**config.mk**
```make
export PLATFORM = sky130hd
export DESIGN_NAME = thresh_presets_stepper_flat
export DESIGN_NICKNAME = d
export VERILOG_FILES = /design/src/rtl/thresh_presets_stepper_pkg.sv /design/src/rtl/thresh_presets_stepper_if.sv /design/src/rtl/thresh_presets_stepper_repeater.sv /design/src/rtl/thresh_presets_stepper.sv /design/src/flat_wrapper.sv
export SDC_FILE = /design/constraint.sdc
export NUM_CORES = 1
export LEC_CHECK = 0
export CORE_MARGIN = 4
export CORE_UTILIZATION = 27
export DETAILED_ROUTE_END_ITERATION = 7
export HOLD_SLACK_MARGIN = 0.08
export MAX_ROUTING_LAYER = met4
export PLACE_DENSITY = 0.49
export SYNTH_ARGS = -nofsm -noshare
export SYNTH_HDL_FRONTEND = slang
export SYNTH_HIERARCHICAL = 1
export SYNTH_SLANG_ARGS = --single-unit
```
**constraint.sdc**
```tcl
create_clock -name i_clk_20mhz -period 4.8 [get_ports i_clk_20mhz]
set_input_delay 0.48 -clock i_clk_20mhz [delete_from_list [all_inputs] [get_ports i_clk_20mhz]]
set_output_delay 0.48 -clock i_clk_20mhz [all_outputs]
set_load 0.02 [all_outputs]
```
**src/rtl/thresh_presets_stepper_pkg.sv**
```systemverilog
// Shared types and helpers for the preset stepper: FSM state encoding, table slicing, wrap arithmetic.
// Pure package; no logic or timing of its own.
package thresh_presets_pkg;

    localparam int PKG_TBL_W = 4096;
    localparam int PKG_MAX_W = 64;
    localparam int PKG_IDX_W = 16;

    typedef enum logic [1:0] {
        ST_IDLE      = 2'd0,
        ST_HOLD_WAIT = 2'd1,
        ST_REPEAT    = 2'd2
    } t_btn_rpt_state;

    // Entry k of an n-entry table sits MSB-first: entry 0 occupies the top w bits.
    function automatic logic [PKG_MAX_W-1:0] f_preset_slice(
        input logic [PKG_TBL_W-1:0] tbl,
        input int                   n,
        input int                   w,
        input int                   k
    );
        return PKG_MAX_W'(tbl >> ((n - 1 - k) * w));
    endfunction

    function automatic logic [PKG_IDX_W-1:0] f_wrap_inc(
        input logic [PKG_IDX_W-1:0] idx,
        input logic [PKG_IDX_W-1:0] count
    );
        return (idx >= count - 1'b1) ? '0 : idx + 1'b1;
    endfunction

    function automatic logic [PKG_IDX_W-1:0] f_wrap_dec(
        input logic [PKG_IDX_W-1:0] idx,
        input logic [PKG_IDX_W-1:0] count
    );
        return (idx == '0) ? count - 1'b1 : idx - 1'b1;
    endfunction

endpackage

```
**src/rtl/thresh_presets_stepper_if.sv**
```systemverilog
// Button, direct-load and preset-output signals of the stepper, bundled for the host side and the block.
// The master modport drives buttons/load requests; the slave (the stepper) drives the preset outputs.
interface thresh_presets_stepper_if #(
    parameter int IW = 4,
    parameter int W  = 16
);
    logic          i_btn_next;
    logic          i_btn_prev;
    logic          i_sel_valid;
    logic [IW-1:0] i_sel_index;
    logic [IW-1:0] o_value_enum;
    logic [W-1:0]  o_value_thresh;
    logic [W-1:0]  o_value_timer;
    logic          o_value_changed;
    logic          o_sel_error;

    modport master (
        output i_btn_next, i_btn_prev, i_sel_valid, i_sel_index,
        input  o_value_enum, o_value_thresh, o_value_timer, o_value_changed, o_sel_error
    );

    modport slave (
        input  i_btn_next, i_btn_prev, i_sel_valid, i_sel_index,
        output o_value_enum, o_value_thresh, o_value_timer, o_value_changed, o_sel_error
    );
endinterface

```
**src/rtl/thresh_presets_stepper_repeater.sv**
```systemverilog
// Button edge detection and hold-to-auto-repeat FSM; emits single-cycle step pulses, combinational
// from the current button levels (zero added latency). No backpressure: steps are fire-and-forget.
module preset_button_repeater
    import thresh_presets_pkg::*;
#(
    parameter int PARM_HOLD_CYCLES   = 20_000_000,
    parameter int PARM_REPEAT_CYCLES = 4_000_000
) (
    input  logic i_clk,
    input  logic i_rst,
    input  logic i_btn_next,
    input  logic i_btn_prev,
    output logic o_step_next,
    output logic o_step_prev
);
    localparam int MAXC = (PARM_HOLD_CYCLES > PARM_REPEAT_CYCLES) ? PARM_HOLD_CYCLES : PARM_REPEAT_CYCLES;
    localparam int CW   = $clog2(MAXC + 1);

    localparam logic [1:0]    P_IDLE      = ST_IDLE;
    localparam logic [1:0]    P_HOLD_WAIT = ST_HOLD_WAIT;
    localparam logic [1:0]    P_REPEAT    = ST_REPEAT;
    localparam logic [CW-1:0] L_HOLD_LAST = CW'(PARM_HOLD_CYCLES - 1);
    localparam logic [CW-1:0] L_RPT_LAST  = CW'(PARM_REPEAT_CYCLES - 1);

    logic [1:0]    r_state, w_state_nxt;
    logic [CW-1:0] r_cnt, w_cnt_nxt, w_cnt_inc;
    logic          r_dir, w_dir_nxt;
    logic          r_prev_next, r_prev_prev;
    logic          r_armed;
    logic          w_step, w_both, w_rise_next, w_rise_prev, w_held;

    assign w_both      = i_btn_next & i_btn_prev;
    assign w_rise_next = i_btn_next & ~r_prev_next;
    assign w_rise_prev = i_btn_prev & ~r_prev_prev;
    assign w_held      = r_dir ? i_btn_next : i_btn_prev;
    assign w_cnt_inc   = (r_cnt == '1) ? r_cnt : r_cnt + 1'b1;

    // r_armed masks the first cycle after reset so a button held through reset never steps.
    always_comb begin
        w_state_nxt = r_state;
        w_cnt_nxt   = r_cnt;
        w_dir_nxt   = r_dir;
        w_step      = 1'b0;
        if (!r_armed) begin
            w_state_nxt = P_IDLE;
        end else if (w_both) begin
            w_state_nxt = P_IDLE;
            w_cnt_nxt   = '0;
        end else begin
            case (r_state)
                P_IDLE: begin
                    if (w_rise_next || w_rise_prev) begin
                        w_step      = 1'b1;
                        w_dir_nxt   = w_rise_next;
                        w_state_nxt = P_HOLD_WAIT;
                        w_cnt_nxt   = '0;
                    end
                end
                P_HOLD_WAIT, P_REPEAT: begin
                    if (!w_held) begin
                        w_state_nxt = P_IDLE;
                        w_cnt_nxt   = '0;
                    end else if (r_cnt == ((r_state == P_HOLD_WAIT) ? L_HOLD_LAST : L_RPT_LAST)) begin
                        w_step      = 1'b1;
                        w_state_nxt = P_REPEAT;
                        w_cnt_nxt   = '0;
                    end else begin
                        w_cnt_nxt   = w_cnt_inc;
                    end
                end
                default: begin
                    w_state_nxt = P_IDLE;
                    w_cnt_nxt   = '0;
                end
            endcase
        end
    end

    always_ff @(posedge i_clk or posedge i_rst) begin
        if (i_rst) begin
            r_state     <= P_IDLE;
            r_cnt       <= '0;
            r_dir       <= 1'b0;
            r_prev_next <= 1'b0;
            r_prev_prev <= 1'b0;
            r_armed     <= 1'b0;
        end else begin
            r_state     <= w_state_nxt;
            r_cnt       <= w_cnt_nxt;
            r_dir       <= w_dir_nxt;
            r_prev_next <= i_btn_next;
            r_prev_prev <= i_btn_prev;
            r_armed     <= 1'b1;
        end
    end

    assign o_step_next = w_step &  w_dir_nxt;
    assign o_step_prev = w_step & ~w_dir_nxt;

endmodule

```
**src/rtl/thresh_presets_stepper.sv**
```systemverilog
// Preset selector: button steps (with auto-repeat) or direct host load pick a threshold/timer pair.
// One-cycle registered latency; no backpressure, rejected loads pulse o_sel_error.
module thresh_presets_stepper
    import thresh_presets_pkg::*;
#(
    parameter int PARM_NUM_PRESETS  = 16,
    parameter int PARM_ACTIVE_COUNT = 10,
    parameter int PARM_DATA_WIDTH   = 16,
    parameter logic [PARM_NUM_PRESETS*PARM_DATA_WIDTH-1:0] parm_presets_config_thresholds =
        {PARM_NUM_PRESETS{PARM_DATA_WIDTH'(65000)}},
    parameter logic [PARM_NUM_PRESETS*PARM_DATA_WIDTH-1:0] parm_presets_config_timers =
        {PARM_NUM_PRESETS{PARM_DATA_WIDTH'(65000)}},
    parameter int PARM_HOLD_CYCLES   = 20_000_000,
    parameter int PARM_REPEAT_CYCLES = 4_000_000
) (
    input  logic                      i_clk_20mhz,
    input  logic                      i_rst_20mhz,
    thresh_presets_stepper_if.slave   bus
);
    localparam int IW = $clog2(PARM_NUM_PRESETS);
    localparam int W  = PARM_DATA_WIDTH;

    localparam logic [PKG_IDX_W-1:0] L_COUNT   = PKG_IDX_W'(PARM_ACTIVE_COUNT);
    localparam logic [W-1:0]         L_THRESH0 = W'(f_preset_slice(PKG_TBL_W'(parm_presets_config_thresholds),
                                                                   PARM_NUM_PRESETS, W, 0));
    localparam logic [W-1:0]         L_TIMER0  = W'(f_preset_slice(PKG_TBL_W'(parm_presets_config_timers),
                                                                   PARM_NUM_PRESETS, W, 0));

    logic [W-1:0]  w_thresh_tbl [PARM_NUM_PRESETS];
    logic [W-1:0]  w_timer_tbl  [PARM_NUM_PRESETS];
    logic          w_step_next, w_step_prev;
    logic          w_load, w_reject;
    logic [IW-1:0] w_idx_nxt;
    logic [IW-1:0] r_idx;
    logic [W-1:0]  r_thresh, r_timer;
    logic          r_changed, r_sel_error;

    for (genvar k = 0; k < PARM_NUM_PRESETS; k++) begin : g_tbl
        assign w_thresh_tbl[k] = W'(f_preset_slice(PKG_TBL_W'(parm_presets_config_thresholds),
                                                   PARM_NUM_PRESETS, W, k));
        assign w_timer_tbl[k]  = W'(f_preset_slice(PKG_TBL_W'(parm_presets_config_timers),
                                                   PARM_NUM_PRESETS, W, k));
    end

    preset_button_repeater #(
        .PARM_HOLD_CYCLES   (PARM_HOLD_CYCLES),
        .PARM_REPEAT_CYCLES (PARM_REPEAT_CYCLES)
    ) u_repeater (
        .i_clk       (i_clk_20mhz),
        .i_rst       (i_rst_20mhz),
        .i_btn_next  (bus.i_btn_next),
        .i_btn_prev  (bus.i_btn_prev),
        .o_step_next (w_step_next),
        .o_step_prev (w_step_prev)
    );

    // A direct load wins outright; a coincident button step is simply discarded.
    always_comb begin
        w_idx_nxt = r_idx;
        w_load    = 1'b0;
        w_reject  = 1'b0;
        if (bus.i_sel_valid) begin
            if (PKG_IDX_W'(bus.i_sel_index) < L_COUNT) begin
                w_idx_nxt = bus.i_sel_index;
                w_load    = 1'b1;
            end else begin
                w_reject  = 1'b1;
            end
        end else if (PARM_ACTIVE_COUNT > 1) begin
            if (w_step_next) begin
                w_idx_nxt = IW'(f_wrap_inc(PKG_IDX_W'(r_idx), L_COUNT));
                w_load    = 1'b1;
            end else if (w_step_prev) begin
                w_idx_nxt = IW'(f_wrap_dec(PKG_IDX_W'(r_idx), L_COUNT));
                w_load    = 1'b1;
            end
        end
    end

    always_ff @(posedge i_clk_20mhz or posedge i_rst_20mhz) begin
        if (i_rst_20mhz) begin
            r_idx       <= '0;
            r_thresh    <= L_THRESH0;
            r_timer     <= L_TIMER0;
            r_changed   <= 1'b0;
            r_sel_error <= 1'b0;
        end else begin
            r_changed   <= w_load;
            r_sel_error <= w_reject;
            if (w_load) begin
                r_idx    <= w_idx_nxt;
                r_thresh <= w_thresh_tbl[w_idx_nxt];
                r_timer  <= w_timer_tbl[w_idx_nxt];
            end
        end
    end

    assign bus.o_value_enum    = r_idx;
    assign bus.o_value_thresh  = r_thresh;
    assign bus.o_value_timer   = r_timer;
    assign bus.o_value_changed = r_changed;
    assign bus.o_sel_error     = r_sel_error;

endmodule

```
**src/flat_wrapper.sv**
```systemverilog
// flat-port wrapper written by rule: the top's interface ports become plain ports
module thresh_presets_stepper_flat import thresh_presets_pkg::*;
#(
    parameter int PARM_NUM_PRESETS  = 16,
    parameter int PARM_ACTIVE_COUNT = 10,
    parameter int PARM_DATA_WIDTH   = 16,
    parameter logic [PARM_NUM_PRESETS*PARM_DATA_WIDTH-1:0] parm_presets_config_thresholds =
        {PARM_NUM_PRESETS{PARM_DATA_WIDTH'(65000)}},
    parameter logic [PARM_NUM_PRESETS*PARM_DATA_WIDTH-1:0] parm_presets_config_timers =
        {PARM_NUM_PRESETS{PARM_DATA_WIDTH'(65000)}},
    parameter int PARM_HOLD_CYCLES   = 20_000_000,
    parameter int PARM_REPEAT_CYCLES = 4_000_000
)
  (i_clk_20mhz, i_rst_20mhz, bus_i_btn_next, bus_i_btn_prev, bus_i_sel_valid, bus_i_sel_index, bus_o_value_enum, bus_o_value_thresh, bus_o_value_timer, bus_o_value_changed, bus_o_sel_error);
  thresh_presets_stepper_if #(.IW(4), .W(16)) bus_i ();
  input  logic i_clk_20mhz;
  input  logic i_rst_20mhz;
  input wire logic [$bits(bus_i.i_btn_next)-1:0] bus_i_btn_next;
  input wire logic [$bits(bus_i.i_btn_prev)-1:0] bus_i_btn_prev;
  input wire logic [$bits(bus_i.i_sel_valid)-1:0] bus_i_sel_valid;
  input wire logic [$bits(bus_i.i_sel_index)-1:0] bus_i_sel_index;
  output wire logic [$bits(bus_i.o_value_enum)-1:0] bus_o_value_enum;
  output wire logic [$bits(bus_i.o_value_thresh)-1:0] bus_o_value_thresh;
  output wire logic [$bits(bus_i.o_value_timer)-1:0] bus_o_value_timer;
  output wire logic [$bits(bus_i.o_value_changed)-1:0] bus_o_value_changed;
  output wire logic [$bits(bus_i.o_sel_error)-1:0] bus_o_sel_error;
  assign bus_i.i_btn_next = bus_i_btn_next;
  assign bus_i.i_btn_prev = bus_i_btn_prev;
  assign bus_i.i_sel_valid = bus_i_sel_valid;
  assign bus_i.i_sel_index = bus_i_sel_index;
  assign bus_o_value_enum = bus_i.o_value_enum;
  assign bus_o_value_thresh = bus_i.o_value_thresh;
  assign bus_o_value_timer = bus_i.o_value_timer;
  assign bus_o_value_changed = bus_i.o_value_changed;
  assign bus_o_sel_error = bus_i.o_sel_error;
  thresh_presets_stepper #(.PARM_NUM_PRESETS(PARM_NUM_PRESETS), .PARM_ACTIVE_COUNT(PARM_ACTIVE_COUNT), .PARM_DATA_WIDTH(PARM_DATA_WIDTH), .parm_presets_config_thresholds(parm_presets_config_thresholds), .parm_presets_config_timers(parm_presets_config_timers), .PARM_HOLD_CYCLES(PARM_HOLD_CYCLES), .PARM_REPEAT_CYCLES(PARM_REPEAT_CYCLES)) u_core (.i_clk_20mhz(i_clk_20mhz), .i_rst_20mhz(i_rst_20mhz), .bus(bus_i));
endmodule
```
==> Word level (Yosys, flattened, before mapping) <==
Memories as Yosys holds them, arrays and structs flattened. A register that Yosys moved wholly into a read port is not among the register bits.
Cells that the tools add are included.
{ "totals": {"rom_bits": 256, "mem_count": 1, "word_cells": 74, "regBits": 37, "output_inout_bits": 38} }
{ "memory_table": {"columns": ["name", "depth", "width", "rd", "rd_ports_with_merged_regs", "wr", "line_no", "source"], "rows": [
  ["(no name shown)", 16, 16, 1, 1, 0, "thresh_presets_stepper.sv:92", "r_thresh <= w_thresh_tbl[w_idx_nxt];"]
]} }
{ "op_classes": {"reduce_logical": 6, "bitwise_logic": 9, "magnitude_cmp": 2, "n_mux": 36, "addsub": 3, "eq_ne": 8} }
{ "ops": {"columns": ["operator", "count"], "rows": [
  ["two-way mux 25 bit", 6],
  ["case mux 25 bit (2 select lines)", 1],
  ["adder 25 x 1 -> 25 bit, second input constant", 1],
  ["equality test 25 bit", 1],
  ["equality test 25 bit, second input constant", 1],
  ["two-way mux 4 bit", 6],
  ["two-way mux 1 bit", 16],
  ["two-way mux 2 bit", 5],
  ["inequality test 5 bit, second input constant", 2],
  ["bitwise AND 1 bit", 5],
  ["NOT 4 -> 5 bit", 1],
  ["adder 4 x 1 -> 4 bit, second input constant", 1],
  [">= comparator 4 bit, second input constant", 1],
  ["logical NOT 4 bit", 1],
  ["less-than comparator 4 bit, second input constant", 1],
  ["inequality test 4 bit, second input constant", 1],
  ["case mux 2 bit (2 select lines)", 1],
  ["subtractor 4 x 1 -> 4 bit, second input constant", 1],
  ["inequality test 3 bit, second input constant", 1],
  ["NOT 1 bit", 3],
  ["AND reduction 3 bit", 1],
  ["equality test 2 x 1 -> 1 bit, second input constant", 1],
  ["equality test 2 bit, second input constant", 1],
  ["logical NOT 2 bit", 1],
  ["other kinds (4)", 4]
]} }

==> Longest topological paths before layout <==
{ "logic_depth": {"word_depth": 13, "depth_mapped": 12} }

==> Cells and area by module <==
The synthesis kept the hierarchy.
{ "modules_own_cells": {"columns": ["mod", "area_each_um2", "instances", "cells_each"], "rows": [
  ["preset_button_repeater", 1874.3, 1, 224],
  ["thresh_presets_stepper", 703.2, 1, 85]
]} }

==> Least setup slack after synthesis <==
No wires, ideal clock.
{ "synth_path": {"path_type": "flip-flop to flip-flop", "start": "reg u_core.u_repeater.r_cnt[0]", "end": "reg u_core.r_idx[2] (netlist: u_core/bus.o_value_enum[2])", "stages_incl_launch_ff": 12, "synth_period_minus_slack_ns": 2.379, "path_buffers": 1, "t_arrival_ns": 2.296, "setup_ns": 0.083, "setup_slack_ns": 2.421, "t_required_ns": 4.717, "cell_sequence": "dfrtp_1 ha_1 nand4_1 or3_1 nor3_1 a31oi_1 nor2_1 clkbuf_1 nor4b_1 a311oi_1 a21oi_1 o22ai_1"} }
{ "synth_lines": {"columns": ["item", "line_no", "source"], "rows": [
  ["start, declared", "thresh_presets_stepper_repeater.sv:26", "logic [CW-1:0] r_cnt, w_cnt_nxt, w_cnt_inc;"],
  ["start signal, assigned", "thresh_presets_stepper_repeater.sv:89", "r_cnt <= w_cnt_nxt;"],
  ["equality test 25 bit *", "thresh_presets_stepper_repeater.sv:63", "end else if (r_cnt == ((r_state == P_HOLD_WAIT) ? L_HOLD_LAST : L_RPT_LAST)) begin"],
  ["two-way mux 1 bit *", "thresh_presets_stepper_repeater.sv:63", null],
  ["two-way mux 1 bit *", "thresh_presets_stepper_repeater.sv:60", "if (!w_held) begin"],
  ["case mux 1 bit (2 select lines) *", "thresh_presets_stepper_repeater.sv:50", "case (r_state)"],
  ["two-way mux 1 bit *", "thresh_presets_stepper_repeater.sv:46", "end else if (w_both) begin"],
  ["two-way mux 1 bit *", "thresh_presets_stepper_repeater.sv:44", "if (!r_armed) begin"],
  ["bitwise AND 1 bit *", "thresh_presets_stepper_repeater.sv:97", "assign o_step_next = w_step & w_dir_nxt;"],
  ["via u_core.w_step_next", "thresh_presets_stepper.sv:31", "logic w_step_next, w_step_prev;"],
  ["two-way mux 4 bit / two-way mux 1 bit (equally long branches)", "thresh_presets_stepper.sv:70", "if (w_step_next) begin"],
  ["two-way mux 4 bit / two-way mux 1 bit (equally long branches)", "thresh_presets_stepper.sv:62", "if (bus.i_sel_valid) begin"],
  ["end signal, assigned", "thresh_presets_stepper.sv:91", "r_idx <= w_idx_nxt;"],
  ["end, declared", "thresh_presets_stepper.sv:34", "logic [IW-1:0] r_idx;"]
]} }
Mark *: on every way through the listed nets, which the timed path passes. The rest lies on a longest branch.
A chain may end at the register's enable or synchronous reset.

==> Final worst setup path <==
{ "layout_path": {"start": "reg u_core.u_repeater.r_cnt[0]", "end": "reg u_core.u_repeater.r_cnt[21]"} }
{ "layout_between": {"elab_chain_len": 6} }
{ "layout_lines": {"columns": ["item", "line_no", "source"], "rows": [
  ["adder 25 x 1 -> 25 bit", "thresh_presets_stepper_repeater.sv:36", "assign w_cnt_inc = (r_cnt == '1) ? r_cnt : r_cnt + 1'b1;"],
  ["two-way mux 25 bit", "thresh_presets_stepper_repeater.sv:36", null],
  ["two-way mux 25 bit", "thresh_presets_stepper_repeater.sv:63", null],
  ["two-way mux 25 bit", "thresh_presets_stepper_repeater.sv:60", null],
  ["case mux 25 bit (2 select lines)", "thresh_presets_stepper_repeater.sv:50", null],
  ["two-way mux 25 bit", "thresh_presets_stepper_repeater.sv:46", null]
]} }
Several ways; a longest one is shown, not always the timed one. The select of a mux whose other input is x is not followed.

==> results.yml <==
status:
  run_status: "complete, no violations"
setup_path:
  maximum_cell_stage_delay_along_the_critical_path_ps: 770
  crit_path_cell_trace: "ha_1, nand4_1, or3_1, o31ai_2, a211o_1, or3_2, o21ai_0"
  slowest_stage: "sky130_fd_sc_hd__o31ai_2"
  critPathMaxFanout: 25
  critical_path.startpoint_type: "flop"
  crit_required_ps: 4970
  end_kind: "flop"
  regToRegStartpoint: "u_core/u_repeater/r_cnt[0]"
  timing.critical_path.arrival_ps: 3280
  crit_path_start: "u_core/u_repeater/r_cnt[0]"
  worst-setup-path-type: "reg -> reg"
synth:
  synth.most_common_cell: "sky130_fd_sc_hd__dfrtp_1"
  yosysWarningCount: 6
  ys_async_sr_fraction_pct: 100
  synth_largest_type_area_fraction_pct: 35.9
  summed_instance_area_of_the_synthesized_netlist_um2: 2580
  synth_sequential_area_ratio_pct: 35.9
  synth_edf_count: 0
  postSynthCellCount: 309
  yosysTopAreaCell: "sky130_fd_sc_hd__dfrtp_1"
  syn_avg_cell_area_um2: 8.34
  yosys-top-cells-area: "sky130_fd_sc_hd__dfrtp_1, sky130_fd_sc_hd__buf_4, sky130_fd_sc_hd__o21ai_0"
  ys.flop_type: "sky130_fd_sc_hd__dfrtp_1"
  postSynthRegisterBits: 37
  synth_common_cells: "sky130_fd_sc_hd__dfrtp_1, sky130_fd_sc_hd__buf_4, sky130_fd_sc_hd__o21ai_0"
  netlist-cell-type-count: 53
timing:
  tightest_slew_ps: 1110
  unrepaired_setup_endpoints_after_global_routing: "no"
  setup_total_negative_slack_ps: 0
  final_period_minus_worst_setup_slack_ps: 3100
  setup_viol_count_final: 0
  fmaxAchievable_mhz: 322
  min_setup_slack_post_route_ps: 1700
  fin_crit_sh_pct: 64.7
  hold_viol_final: 0
  slew_headroom_pct: 25.5
  final_max_slew_viol_count: 0
  final.setup_skew_ps: 7.34
clock_tree:
  clkLatencyLatePin_ps: 280
  cts.root.buffer_cell: "sky130_fd_sc_hd__clkbuf_8"
  ctsLongestPathBuffers: 2
  cts_resized: 0
  post_cts_setup_repair_bufs: 0
  cts-buffers-inserted: 5
  cts.clk_slew.worst_paths_ps: 70
  cts_num_sinks: 37
  clock_tree_from_tritoncts: "done"
  cts_htree_levels: 2
  number_of_hold_buffers_added_after_cts: 0
routing:
  viasPerCell: 4.73
  avgRoutedWirePerCell_um: 13.0
  firstDrtPassIters: 4
  initial_detailed_routing_violation_count: 155
  drt.antenna.violating_nets: 0
  dr_total_vias: 2115
  wl_um: 5810
  detail_route.drc_violations: 0
global_routing:
  antenna_found_initial: 0
  pin_count_of_the_biggest_net_entering_global_routing: 32
  grt.total_usage_pct: 11.0
  grt_pass1_vias: 2076
  grt-ovfl-total: 0
  grt_first_pass_wirelength_um: 9920
finish:
  finalNetCount: 336
  multi_input_comb_area_um2: 1380
  antennaDiodeCount: 0
  layout.filler_cells: 1006
  final_layout_size_suffix_gt1_share_pct: 5.66
  regArea_um2: 926
  synthToLayoutAreaGrowth_pct: 8.40
pwr:
  peakVddDrop_v: 0.000114
  total_leakage_power_nw: 1.14
  final_power_w: 0.000795
  power_per_cell_area_nw_per_um2: 284
floorplanning:
  initial_core_util_pct: 27.8
  placementRows: 35
  io_pins: 47
  floorplan.core_area_um2: 9280
  dieHeight_um: 106
  floorplan_die_area_um2: 11200
  fp.dieW_um: 106
placed_design:
  place_hpwl_um: 4080
  detailedPlace.worstSlack_ps: 1520
  port-buffer-count: 14
  place_congestion: 0.820
job:
  maxCapViolCount: 0
hold_path:
  worst_hold_path_type: "in -> async"
==> registers in the layout, summed over array words and instances (netlist names) <==
signal,cells
u_core/u_repeater/r_prev_prev,1
u_core/bus.o_sel_error,1
u_core/bus.o_value_enum,4
u_core/u_repeater/r_dir,1
u_core/u_repeater/r_prev_next,1
u_core/u_repeater/r_armed,1
u_core/bus.o_value_changed,1
u_core/u_repeater/r_state,2
u_core/u_repeater/r_cnt,25
==> metrics by stage <==
stage,hold WS [ps],area (µm²),utilization (%),std cells
2_1_floorplan,271,2690,-,339
3_3_place_gp,494,2710,29.2,440
3_5_place_dp,508,2710,29.2,440
4_1_cts,451,2790,30.1,447
5_1_grt,473,2790,30.1,447
6_report,457,2790,30.1,447
==> cell type report <==
cell class | count | area share, %
inverters | 24 | 3.22
flip-flops and latches | 37 | 33.1
clock buffers | 7 | 3.09
multi-input cells | 235 | 49.5
repair buffers | 15 | 5.28
well taps | 129 | 5.78
==> placed cells by master (no fill, tap or decap), drive strengths merged, types with 4 or more instances in the layout <==
cell           count
nand2b             4
o21ai             30
nand3             18
nor3              10
or3               14
nor2              16
inv               24
clkbuf             7
nor2b              4
ha                 9
and4               6
conb              33
clkdlybuf4s50     14
dfrtp             37
nand4              7
nand2             23
o22ai              4
a21oi             16
==> path summary, 6_finish.rpt <==
| path | end | slack, ps | depth (start not counted) |
|---|---|---|---|
| min in group i_clk_20mhz | u_core/u_repeater/r_cnt[1] | 530 | 2 |
| min reg2reg | u_core/u_repeater/r_cnt[1] | 530 | 2 |
| max reg2reg | u_core/u_repeater/r_cnt[21] | 1700 | 7 |
| max | u_core/u_repeater/r_cnt[21] | 1700 | 7 |
| max in group asynchronous | u_core/u_repeater/r_cnt[23] | 3880 | 3 |
| min | u_core/bus.o_value_enum[1] | 460 | 2 |
==> routing by layer <==
metal,vias up,track usage [%],part of all wire [%]
met1,1011,14.2,49
li1,1053,-,-
met4,0,3.70,1.1
met3,7,2.33,3.9
met2,44,17.2,46
met5,-,-,0
==> cells by family after synthesis <==
logic type	synth area share (%)
compound gates	18.0
flops	35.9
mux	1.36
buf+inv	14.8
simple gates	25.1
other cells	0.437
fa+ha+maj	4.37
==> report_power, final <==
part	switching (W)	internal, W
clock network	0.000107	0.000114
logic	0.000130	0.0000839
registers	0.0000304	0.000329
==> worst max-delay path: cells and delay by family, from the launching register on <==
kind,cells,cell delay [ps]
adder cells (fa/ha/maj),1,250
AND/OR/NAND/NOR,3,830
flip-flops,1,390
AO/OA/AOI/OAI,3,1520
Power figures use the tool's default switching activity.
